### config.mk
export PLATFORM = sky130hd
export DESIGN_NAME = btn_debounce_flat
export DESIGN_NICKNAME = d
export VERILOG_FILES = /design/src/rtl/btn_debounce_pkg.sv /design/src/rtl/btn_debounce_if.sv /design/src/rtl/btn_debounce_sync_2ff.sv /design/src/rtl/btn_debounce.sv /design/src/flat_wrapper.sv
export SDC_FILE = /design/constraint.sdc
export NUM_CORES = 1
export LEC_CHECK = 0
export ABC_AREA = 1
export CAP_MARGIN = 10
export CORE_ASPECT_RATIO = 1.5
export CORE_UTILIZATION = 60
export CTS_CLUSTER_DIAMETER = 30
export DETAILED_ROUTE_END_ITERATION = 6
export PLACE_DENSITY_LB_ADDON = 0.1
export SLEW_MARGIN = 10
export SYNTH_ARGS = -nofsm -noshare
export SYNTH_HDL_FRONTEND = slang
export SYNTH_HIERARCHICAL = 1
export SYNTH_SLANG_ARGS = --single-unit
### constraint.sdc
create_clock -name clk48 -period 2.3 [get_ports clk48]
set_clock_uncertainty 0.15 [all_clocks]
set_input_delay 0.46 -clock clk48 [delete_from_list [all_inputs] [get_ports clk48]]
set_output_delay 0.46 -clock clk48 [all_outputs]
set_load 0.1 [all_outputs]
### src/rtl/btn_debounce_pkg.sv
// Shared types and 48 MHz default timings for the push-button debouncer.
package btn_pkg;

   typedef enum logic [1:0] {
      IDLE       = 2'd0,
      PRESS_WAIT = 2'd1,
      HELD       = 2'd2,
      REL_WAIT   = 2'd3
   } db_state_t;

   localparam int DEF_DEBOUNCE_CYCLES = 480_000;     // 10 ms
   localparam int DEF_LONG_CYCLES     = 96_000_000;  // 2 s
   localparam int DEF_RST_CYCLES      = 4_800;       // 100 us

   function automatic bit params_ok(input int debounce, input int long_cyc, input int rst_cyc);
      return (debounce >= 2) && (long_cyc > debounce) && (rst_cyc >= 1);
   endfunction

endpackage

### src/rtl/btn_debounce_if.sv
// Button pin plus the qualified button outputs; master is the board side, slave the debouncer.
interface btn_debounce_if;

   logic       btn_raw;
   logic       btn_state;
   logic       press_pulse;
   logic       release_pulse;
   logic       long_press;
   logic       rst_req_n;
   logic [7:0] press_count;

   modport master (
      output btn_raw,
      input  btn_state,
      input  press_pulse,
      input  release_pulse,
      input  long_press,
      input  rst_req_n,
      input  press_count
   );

   modport slave (
      input  btn_raw,
      output btn_state,
      output press_pulse,
      output release_pulse,
      output long_press,
      output rst_req_n,
      output press_count
   );

endinterface

### src/rtl/btn_debounce_sync_2ff.sv
// Generic 1-bit two-flop synchronizer for asynchronous pins; RST_VAL sets the idle level.
module sync_2ff #(
   parameter bit RST_VAL = 1'b0
) (
   input  logic clk_sys,
   input  logic rst,
   input  logic d,
   output logic q
);

   logic meta;

   always_ff @(posedge clk_sys) begin
      if (rst) begin
         meta <= RST_VAL;
         q    <= RST_VAL;
      end else begin
         meta <= d;
         q    <= meta;
      end
   end

endmodule

### src/rtl/btn_debounce.sv
// Push-button debouncer: clean level, press/release strobes, long-press flag and
// a one-shot active-low reset request per long hold.
//
//   state      | meaning
//   -----------+-----------------------------------------------------------
//   IDLE       | button stably released
//   PRESS_WAIT | button seen pressed, counting stable cycles before accepting
//   HELD       | press accepted, hold timer running
//   REL_WAIT   | button seen released, counting stable cycles before accepting
module btn_debounce
   import btn_pkg::*;
#(
   parameter int DEBOUNCE_CYCLES = DEF_DEBOUNCE_CYCLES,
   parameter int LONG_CYCLES     = DEF_LONG_CYCLES,
   parameter int RST_CYCLES      = DEF_RST_CYCLES,
   parameter bit ACTIVE_LOW      = 1'b0
) (
   input logic           clk48,
   input logic           rst,
   btn_debounce_if.slave bus
);

   localparam int DW = $clog2(DEBOUNCE_CYCLES);
   localparam int HW = $clog2(LONG_CYCLES + 1);
   localparam int RW = $clog2(RST_CYCLES + 1);

   localparam logic [DW-1:0] DB_LAST   = DW'(DEBOUNCE_CYCLES - 1);
   localparam logic [HW-1:0] HOLD_LAST = HW'(LONG_CYCLES - 1);
   localparam logic [HW-1:0] HOLD_MAX  = HW'(LONG_CYCLES);
   localparam logic [RW-1:0] RST_LOAD  = RW'(RST_CYCLES);

   if (!params_ok(DEBOUNCE_CYCLES, LONG_CYCLES, RST_CYCLES)) begin : g_param_check
      $error("btn_debounce: need DEBOUNCE_CYCLES>=2, LONG_CYCLES>DEBOUNCE_CYCLES, RST_CYCLES>=1");
   end

   db_state_t     state;
   db_state_t     state_nxt;
   logic          btn_sync;
   logic          btn_s;
   logic [DW-1:0] db_cnt;
   logic [HW-1:0] hold_cnt;
   logic [RW-1:0] rst_cnt;
   logic          db_done;
   logic          hold_run;
   logic          press_evt;
   logic          release_evt;
   logic          long_evt;

   logic          btn_state_q;
   logic          press_pulse_q;
   logic          release_pulse_q;
   logic          long_press_q;
   logic          rst_req_n_q;
   logic [7:0]    press_count_q;

   // Flops idle at the released pin level so leaving reset never looks like a press.
   sync_2ff #(
      .RST_VAL (ACTIVE_LOW)
   ) u_sync (
      .clk_sys (clk48),
      .rst     (rst),
      .d       (bus.btn_raw),
      .q       (btn_sync)
   );

   assign btn_s   = btn_sync ^ ACTIVE_LOW;
   assign db_done = (db_cnt == DB_LAST);

   always_ff @(posedge clk48) begin
      if (rst) begin
         state <= IDLE;
      end else begin
         state <= state_nxt;
      end
   end

   always_comb begin
      state_nxt = state;
      unique case (state)
         IDLE: begin
            if (btn_s) state_nxt = PRESS_WAIT;
         end
         PRESS_WAIT: begin
            if (!btn_s)       state_nxt = IDLE;
            else if (db_done) state_nxt = HELD;
         end
         HELD: begin
            if (!btn_s) state_nxt = REL_WAIT;
         end
         REL_WAIT: begin
            if (btn_s)        state_nxt = HELD;
            else if (db_done) state_nxt = IDLE;
         end
         default: state_nxt = IDLE;
      endcase
   end

   // Hold timer keeps running through a release glitch so the long-press point does not move.
   always_comb begin
      press_evt   = 1'b0;
      release_evt = 1'b0;
      hold_run    = 1'b0;
      long_evt    = 1'b0;
      unique case (state)
         PRESS_WAIT: press_evt = btn_s && db_done;
         HELD:       hold_run  = 1'b1;
         REL_WAIT: begin
            hold_run    = 1'b1;
            release_evt = !btn_s && db_done;
         end
         default: ;
      endcase
      long_evt = hold_run && (hold_cnt == HOLD_LAST) && !release_evt;
   end

   always_ff @(posedge clk48) begin
      if (rst) begin
         db_cnt          <= '0;
         hold_cnt        <= '0;
         rst_cnt         <= '0;
         btn_state_q     <= 1'b0;
         press_pulse_q   <= 1'b0;
         release_pulse_q <= 1'b0;
         long_press_q    <= 1'b0;
         rst_req_n_q     <= 1'b1;
         press_count_q   <= 8'd0;
      end else begin
         press_pulse_q   <= press_evt;
         release_pulse_q <= release_evt;

         if (state == PRESS_WAIT || state == REL_WAIT) begin
            db_cnt <= db_cnt + 1'b1;
         end else begin
            db_cnt <= '0;
         end

         if (press_evt) begin
            hold_cnt <= '0;
         end else if (hold_run && hold_cnt != HOLD_MAX) begin
            hold_cnt <= hold_cnt + 1'b1;
         end

         if (press_evt) begin
            btn_state_q   <= 1'b1;
            press_count_q <= press_count_q + 8'd1;
         end else if (release_evt) begin
            btn_state_q <= 1'b0;
         end

         if (release_evt) begin
            long_press_q <= 1'b0;
         end else if (long_evt) begin
            long_press_q <= 1'b1;
         end

         // Reset request is a down-counter; it runs to completion even across a release.
         if (long_evt) begin
            rst_cnt     <= RST_LOAD;
            rst_req_n_q <= 1'b0;
         end else if (rst_cnt != '0) begin
            rst_cnt <= rst_cnt - 1'b1;
            if (rst_cnt == RW'(1)) rst_req_n_q <= 1'b1;
         end
      end
   end

   assign bus.btn_state     = btn_state_q;
   assign bus.press_pulse   = press_pulse_q;
   assign bus.release_pulse = release_pulse_q;
   assign bus.long_press    = long_press_q;
   assign bus.rst_req_n     = rst_req_n_q;
   assign bus.press_count   = press_count_q;

endmodule

### src/flat_wrapper.sv
// flat-port wrapper written by rule: the top's interface ports become plain ports
module btn_debounce_flat import btn_pkg::*;
#(
   parameter int DEBOUNCE_CYCLES = DEF_DEBOUNCE_CYCLES,
   parameter int LONG_CYCLES     = DEF_LONG_CYCLES,
   parameter int RST_CYCLES      = DEF_RST_CYCLES,
   parameter bit ACTIVE_LOW      = 1'b0
)
  (clk48, rst, bus_btn_raw, bus_btn_state, bus_press_pulse, bus_release_pulse, bus_long_press, bus_rst_req_n, bus_press_count);
  btn_debounce_if bus_i ();
  input logic clk48;
  input logic rst;
  input wire logic [$bits(bus_i.btn_raw)-1:0] bus_btn_raw;
  output wire logic [$bits(bus_i.btn_state)-1:0] bus_btn_state;
  output wire logic [$bits(bus_i.press_pulse)-1:0] bus_press_pulse;
  output wire logic [$bits(bus_i.release_pulse)-1:0] bus_release_pulse;
  output wire logic [$bits(bus_i.long_press)-1:0] bus_long_press;
  output wire logic [$bits(bus_i.rst_req_n)-1:0] bus_rst_req_n;
  output wire logic [$bits(bus_i.press_count)-1:0] bus_press_count;
  assign bus_i.btn_raw = bus_btn_raw;
  assign bus_btn_state = bus_i.btn_state;
  assign bus_press_pulse = bus_i.press_pulse;
  assign bus_release_pulse = bus_i.release_pulse;
  assign bus_long_press = bus_i.long_press;
  assign bus_rst_req_n = bus_i.rst_req_n;
  assign bus_press_count = bus_i.press_count;
  btn_debounce #(.DEBOUNCE_CYCLES(DEBOUNCE_CYCLES), .LONG_CYCLES(LONG_CYCLES), .RST_CYCLES(RST_CYCLES), .ACTIVE_LOW(ACTIVE_LOW)) u_core (.clk48(clk48), .rst(rst), .bus(bus_i));
endmodule
# Word-level counts from Yosys, hierarchy flattened
# Cells that the tools add are included.
[totals]
ff_bits = 76
input_bits = 3
out_inout_bits = 13
wordCells = 66
[classes]
add_sub_neg = 4
n_eq_ne = 11
n_mux = 17
n_bitwise = 1
n_reduce_logical = 20
[op_table]
columns = ["operator", "n"]
rows = [
  ["27-bit by 1-bit adder with 27-bit output (second input constant)", 1],
  ["27-bit equality test (second input constant)", 1],
  ["27-bit != test (second input constant)", 1],
  ["13-bit two-way mux", 2],
  ["19-bit by 1-bit adder with 19-bit output (second input constant)", 1],
  ["19-bit equality test (second input constant)", 1],
  ["13-bit by 1-bit equality test with 1-bit output (second input constant)", 1],
  ["13-bit nonzero test", 1],
  ["13-bit by 1-bit subtractor with 13-bit output (second input constant)", 1],
  ["2-bit two-way mux", 6],
  ["2-bit OR reduction", 5],
  ["8-bit by 1-bit adder with 8-bit output (second input constant)", 1],
  ["1-bit two-way mux", 8],
  ["2-bit one-hot mux with 4 select lines", 1],
  ["3-bit by 2-bit != test with 1-bit output (second input constant)", 2],
  ["2-bit nonzero test", 3],
  ["1-bit logical AND", 5],
  ["2-bit equality test (second input constant)", 2],
  ["2-bit != test (second input constant)", 2],
  ["4-bit AND reduction", 1],
  ["2-bit by 1-bit equality test with 1-bit output (second input constant)", 1],
  ["1-bit zero test", 2],
  ["2-bit zero test", 1],
  ["2-bit AND reduction", 1],
  ["2 further kinds", 2],
]

# Logic depth before layout (Yosys ltp)
[logic_depth]
ltp_word = 7
ltp_mapped = 11
mapped_depth_nobuf = 11

# Hierarchy
# Netlist, hierarchy kept.
[modules_own_cells]
columns = ["module", "instances", "cells_each", "area_per_inst_um2"]
rows = [
  ["btn_debounce", 1, 672, 4302.9],
  ["sync_2ff", 1, 6, 55.1],
]

# Worst setup path after synthesis
# Ideal clock, no wire load.
[synth_path]
kind = "reg-to-reg"
from = "register u_core.press_count_q[2], in the netlist u_core/bus.press_count[2]"
to = "register u_core.press_count_q[7], in the netlist u_core/bus.press_count[7]"
setup_time_ns = 0.111
arrival_ns = 1.805
slack_ns = 0.234
stages_incl_launch_ff = 8
n_path_buf = 0
cell_sequence = "dfxtp_1 > nand3_1 > nor2_1 > nand2_1 > nor2_1 > nand4_1 > nand2_1 > nor2_1"
[synth_between]
elab_chain_cells = 1
[synth_rtl]
columns = ["item", "line", "rtl"]
rows = [
  ["from (decl)", "btn_debounce.sv:54", "logic [7:0] press_count_q;"],
  ["from (signal assigned)", "btn_debounce.sv:145", "press_count_q <= press_count_q + 8'd1;"],
  ["8-bit by 1-bit adder with 8-bit output", "btn_debounce.sv:145", ""],
]
# No other way between the ends.
# A chain may end at the register's enable or synchronous reset.

# Worst setup path in the final report
[layout_path]
from = "register u_core.hold_cnt[1]"
to = "register u_core.rst_req_n_q, in the netlist u_core/bus.rst_req_n"
[layout_between]
elab_chain_cells = 5
[layout_rtl]
columns = ["item", "line", "rtl"]
rows = [
  ["from (decl)", "btn_debounce.sv:41", "logic [HW-1:0] hold_cnt;"],
  ["from (signal assigned)", "btn_debounce.sv:140", "hold_cnt <= hold_cnt + 1'b1;"],
  ["27-bit equality test (*)", "btn_debounce.sv:113", "long_evt = hold_run && (hold_cnt == HOLD_LAST) && !release_evt;"],
  ["1-bit logical AND (*) (2 in series)", "btn_debounce.sv:113", ""],
  ["2-bit nonzero test (no line)", "-", ""],
  ["2-bit AND reduction (no line)", "-", ""],
  ["to (signal assigned)", "btn_debounce.sv:125", "rst_req_n_q <= 1'b1;"],
  ["to (signal assigned)", "btn_debounce.sv:159", "rst_req_n_q <= 1'b0;"],
  ["to (signal assigned)", "btn_debounce.sv:162", "if (rst_cnt == RW'(1)) rst_req_n_q <= 1'b1;"],
  ["to (decl)", "btn_debounce.sv:53", "logic rst_req_n_q;"],
]
# Every way passes the cells marked *; elsewhere a longest branch is shown, timed or not.

==> results list <==
* Worst min path class: reg -> reg
* Number of endpoints failing setup at the final stage: 0
- First-pass GRT wire length: ~17000 µm
* Number of antenna violations at the first check in global routing: 0
* DR pass1 iterations: 5
* Count of distinct cell types in the synthesized netlist: 35
* Clock Path Buffers: 2
* Setup slack of the critical path after layout: ~0.26 ns
- Share of async-settable or async-resettable flops after synthesis: 0
- The routed design has about 10000 µm of wire.
- The first routing iteration left around 300 violations.
- Launching instance or port of the critical path: u_core/hold_cnt[1]$_SDFFE_PP0P_
* Fillers: around 650
* Number of max-slew violations in the final report: 0
- The finished layout holds a little under 800 standard cells, fillers aside.
* Synth Warn #: 6
* Unrepaired setup endpoints after global routing: no
- In this run, synthesis inferred 0 flip-flops with an integrated enable.
* Reg-to-reg slack, setup: 0.26 ns
- Entering global routing, the biggest net connects 26 pins.
- Die area: roughly 7600 µm²
- Compared with the post-synthesis result, the final layout area differs by 9.96%.
* Maximum fanout along the worst path: 6
* Sinks on the clock net: 76
- The library cell used most frequently in the layout, excluding fill and tap cells, is nand2_1.
- Post-synth top area share: 0.349
- Dividing the final minimum period by the clock period gives 0.887.
- Critical path class: reg -> reg
* Via count of the first global-routing pass: 4080
* TritonCTS Buffers: 9
- Final-stage net count: about 710
- Detailed placement finished with a half-perimeter wire length of around 7300 µm.
* Ports placed on the boundary: 16
* Pleak: between 1.5 and 2 nW
- Die H: around 110 µm
* Routability cong.: ~0.90
- Worst setup slack before clock tree synthesis: about 0.29 ns
* Upper clock frequency limit: 0.490 GHz
- The floorplan step set the die width to about 72 µm.
- Critical path destination: u_core/bus.rst_req_n$_SDFFE_PP1P_
- The clock tree synthesis step divided the H-tree into 3 levels.
- Area of the mapped netlist: roughly 4400 µm²
* Max cap viols: 0
* Average via count per standard cell: between 5 and 6
* Synthesized flop and latch total: 76
* Setup TNS: 0 ns
- Highest ir drop seen on vdd: 0.443 mV
- Largest cells by area after synthesis: dfxtp_1, nand2_1, nor2_1
- Data required time at the worst endpoint: between 2 and 2.5 ns
- Overall overflow remaining after global route: 0
- The routed layout has between 4000 and 5000 vias.
- Subtracting the final worst setup slack from the clock period gives a little over 2 ns.
* Kind of start point of the critical path: flop
- In the final layout, the share of cells above drive strength 1 is 0.111.
- Post-cts sizing count: 0
- TritonCTS clock tree: done
- Clock latency on the worst-skew pair, taken at its later pin, is roughly 0.36 ns.
* Post-Synthesis Mean Instance Area: ~6.4 µm²
- Number of hold buffers added after CTS: 0
* Post-DRT Antenna Nets: 0
- The initial utilization of the core area, before any placement, comes to 0.628.
- The flow ran to the end, and the final reports show no timing, DRC or antenna violations.
* Clk root buf: clkbuf_8
- Post-synthesis cell type with the largest combined area: dfxtp_1
- Hold violation count in the final report: 0
- Slew at the pin closest to its max-slew limit: around 0.6 ns
* Post-synthesis net count: slightly below 700
* Global-route usage over all layers: 0.284
- Remaining max-slew budget at the tightest pin: 0.591
* Power density normalized to cell area: about 720 nW/µm²
- In this run, placement finished with an instance count of roughly 770.
- The floorplan step defined a core boundary enclosing 6940 µm².
* Main synth FF type: dfxtp_1
* DRC violations left: 0
- In this run the post-CTS setup repair buffer count came out at 0.
* Row count: 37
- After clock tree synthesis, the clock-pin slew on the worst setup and hold paths is around 0.080 ns.
* Post-detailed-route wirelength per cell: approximately 13 µm
* Count of inserted antenna diode cells: 0
- Type of element capturing the critical path: flop
- R2R cell count: 8
- The worst register-to-register path begins at u_core/hold_cnt[1]$_SDFFE_PP0P_.
- Number of standard cells after synthesis: 678
- Worst flop-to-flop path endpoint: u_core/bus.rst_req_n$_SDFFE_PP1P_
- The count of buffers added on input and output ports is 15.
- The share of the Yosys chip area taken by registers is 0.349.
- Worst EP arrival: 2.15 ns
* Most frequent cells in the layout: nand2_1, nor2_1, dfxtp_1, inv_1, nand3_1
==> report_power, final <==
| group | internal [W] | switching (W) |
|---|---|---|
| Clock | 0.000696 | 0.000487 |
| Combinational | 0.000314 | 0.000485 |
| Sequential | 0.00141 | 0.0000807 |
==> critical path, stage by stage (launching register included) <==
cell	delay (ns)
dfxtp_1	0.41
ha_1	0.26
nand3_2	0.17
nor2_2	0.31
nand3_1	0.11
nor3_1	0.33
nand2_1	0.10
nand2_1	0.06
nand2_1	0.04
==> sequential cells by signal, summed over array words and instances (netlist names), named ones only <==
| signal | flops |
|---|---|
| u_core/bus.btn_state | 1 |
| u_core/bus.long_press | 1 |
| u_core/bus.press_count | 8 |
| u_core/bus.press_pulse | 1 |
| u_core/bus.release_pulse | 1 |
| u_core/bus.rst_req_n | 1 |
| u_core/db_cnt | 19 |
| u_core/hold_cnt | 27 |
| u_core/rst_cnt | 13 |
| u_core/state | 1 |
| u_core/u_sync/meta | 1 |
| u_core/u_sync/q | 1 |
==> synthesized netlist by cell type, types with 3 or more instances <==
library cell and n:
nand2_2 5, buf_6 3, ha_1 6, buf_2 4
nand2_1 191, nor2_1 117, xnor2_1 7, inv_1 74
nand3_1 57, nand4_1 15, inv_2 5, dfxtp_1 76
xor2_1 15, nor2_2 6, nor3_1 16, o21ai_0 17
a21oi_2 19, a21oi_1 25
==> cell type report <==
cell class / instances / area, µm² / area share
flip-flops and latches: 76 / 1520 / 0.317
inverters: 81 / 304 / 0.0634
multi-input cells: 510 / 2450 / 0.512
clock inverters: 3 / 68.8 / 0.0144
clock buffers: 12 / 165 / 0.0345
repair buffers: 22 / 183 / 0.0381
well taps: 78 / 97.6 / 0.0204
==> worst min-delay path by stage <==
stage | startpoint | end | slack (ns) | cells after the start
6_report | u_core/u_sync/meta$_SDFF_PP0_ | u_core/u_sync/q$_SDFF_PP0_ | 0.27 | 2
5_1_grt | u_core/u_sync/meta$_SDFF_PP0_ | u_core/u_sync/q$_SDFF_PP0_ | 0.30 | 2
4_1_cts | u_core/u_sync/meta$_SDFF_PP0_ | u_core/u_sync/q$_SDFF_PP0_ | 0.26 | 2
3_5_place_dp | u_core/u_sync/meta$_SDFF_PP0_ | u_core/u_sync/q$_SDFF_PP0_ | 0.25 | 2
3_3_place_gp | u_core/u_sync/meta$_SDFF_PP0_ | u_core/u_sync/q$_SDFF_PP0_ | 0.24 | 2
2_1_floorplan | u_core/u_sync/meta$_SDFF_PP0_ | u_core/u_sync/q$_SDFF_PP0_ | 0.24 | 2
==> metal layers <==
metal / share of wire / GRT usage / vias to the layer above
met3: 0.039 / 0.0474 / 24
met4: 0.025 / 0.141 / 0
met2: 0.51 / 0.512 / 111
met1: 0.42 / 0.316 / 1949
met5: 0 / 0 / -
li1: - / - / 2184
==> cell families (layout without fill, tap and decap cells) <==
| family | count (synthesis) | count (layout) | share of synthesized area |
|---|---|---|---|
| simple gates | 415 | 415 | 0.405 |
| buf+inv | 92 | 118 | 0.0881 |
| flops | 76 | 76 | 0.349 |
| compound gates | 67 | 67 | 0.0962 |
| xor+xnor | 22 | 22 | 0.0442 |
| fa+ha+maj | 6 | 6 | 0.0172 |
==> metrics by stage <==
stage	power (W)	util	hold WS, ns	area, µm²
after floorplan	0.00213	-	0.238	4360
after global placement	0.00228	0.656	0.245	4560
after detailed placement	0.00231	0.656	0.251	4560
after CTS	0.00349	0.690	0.263	4790
after global routing	0.00367	0.690	0.295	4790
final	0.00347	0.690	0.267	4790
Note: power is estimated with default switching activity, not from simulation.
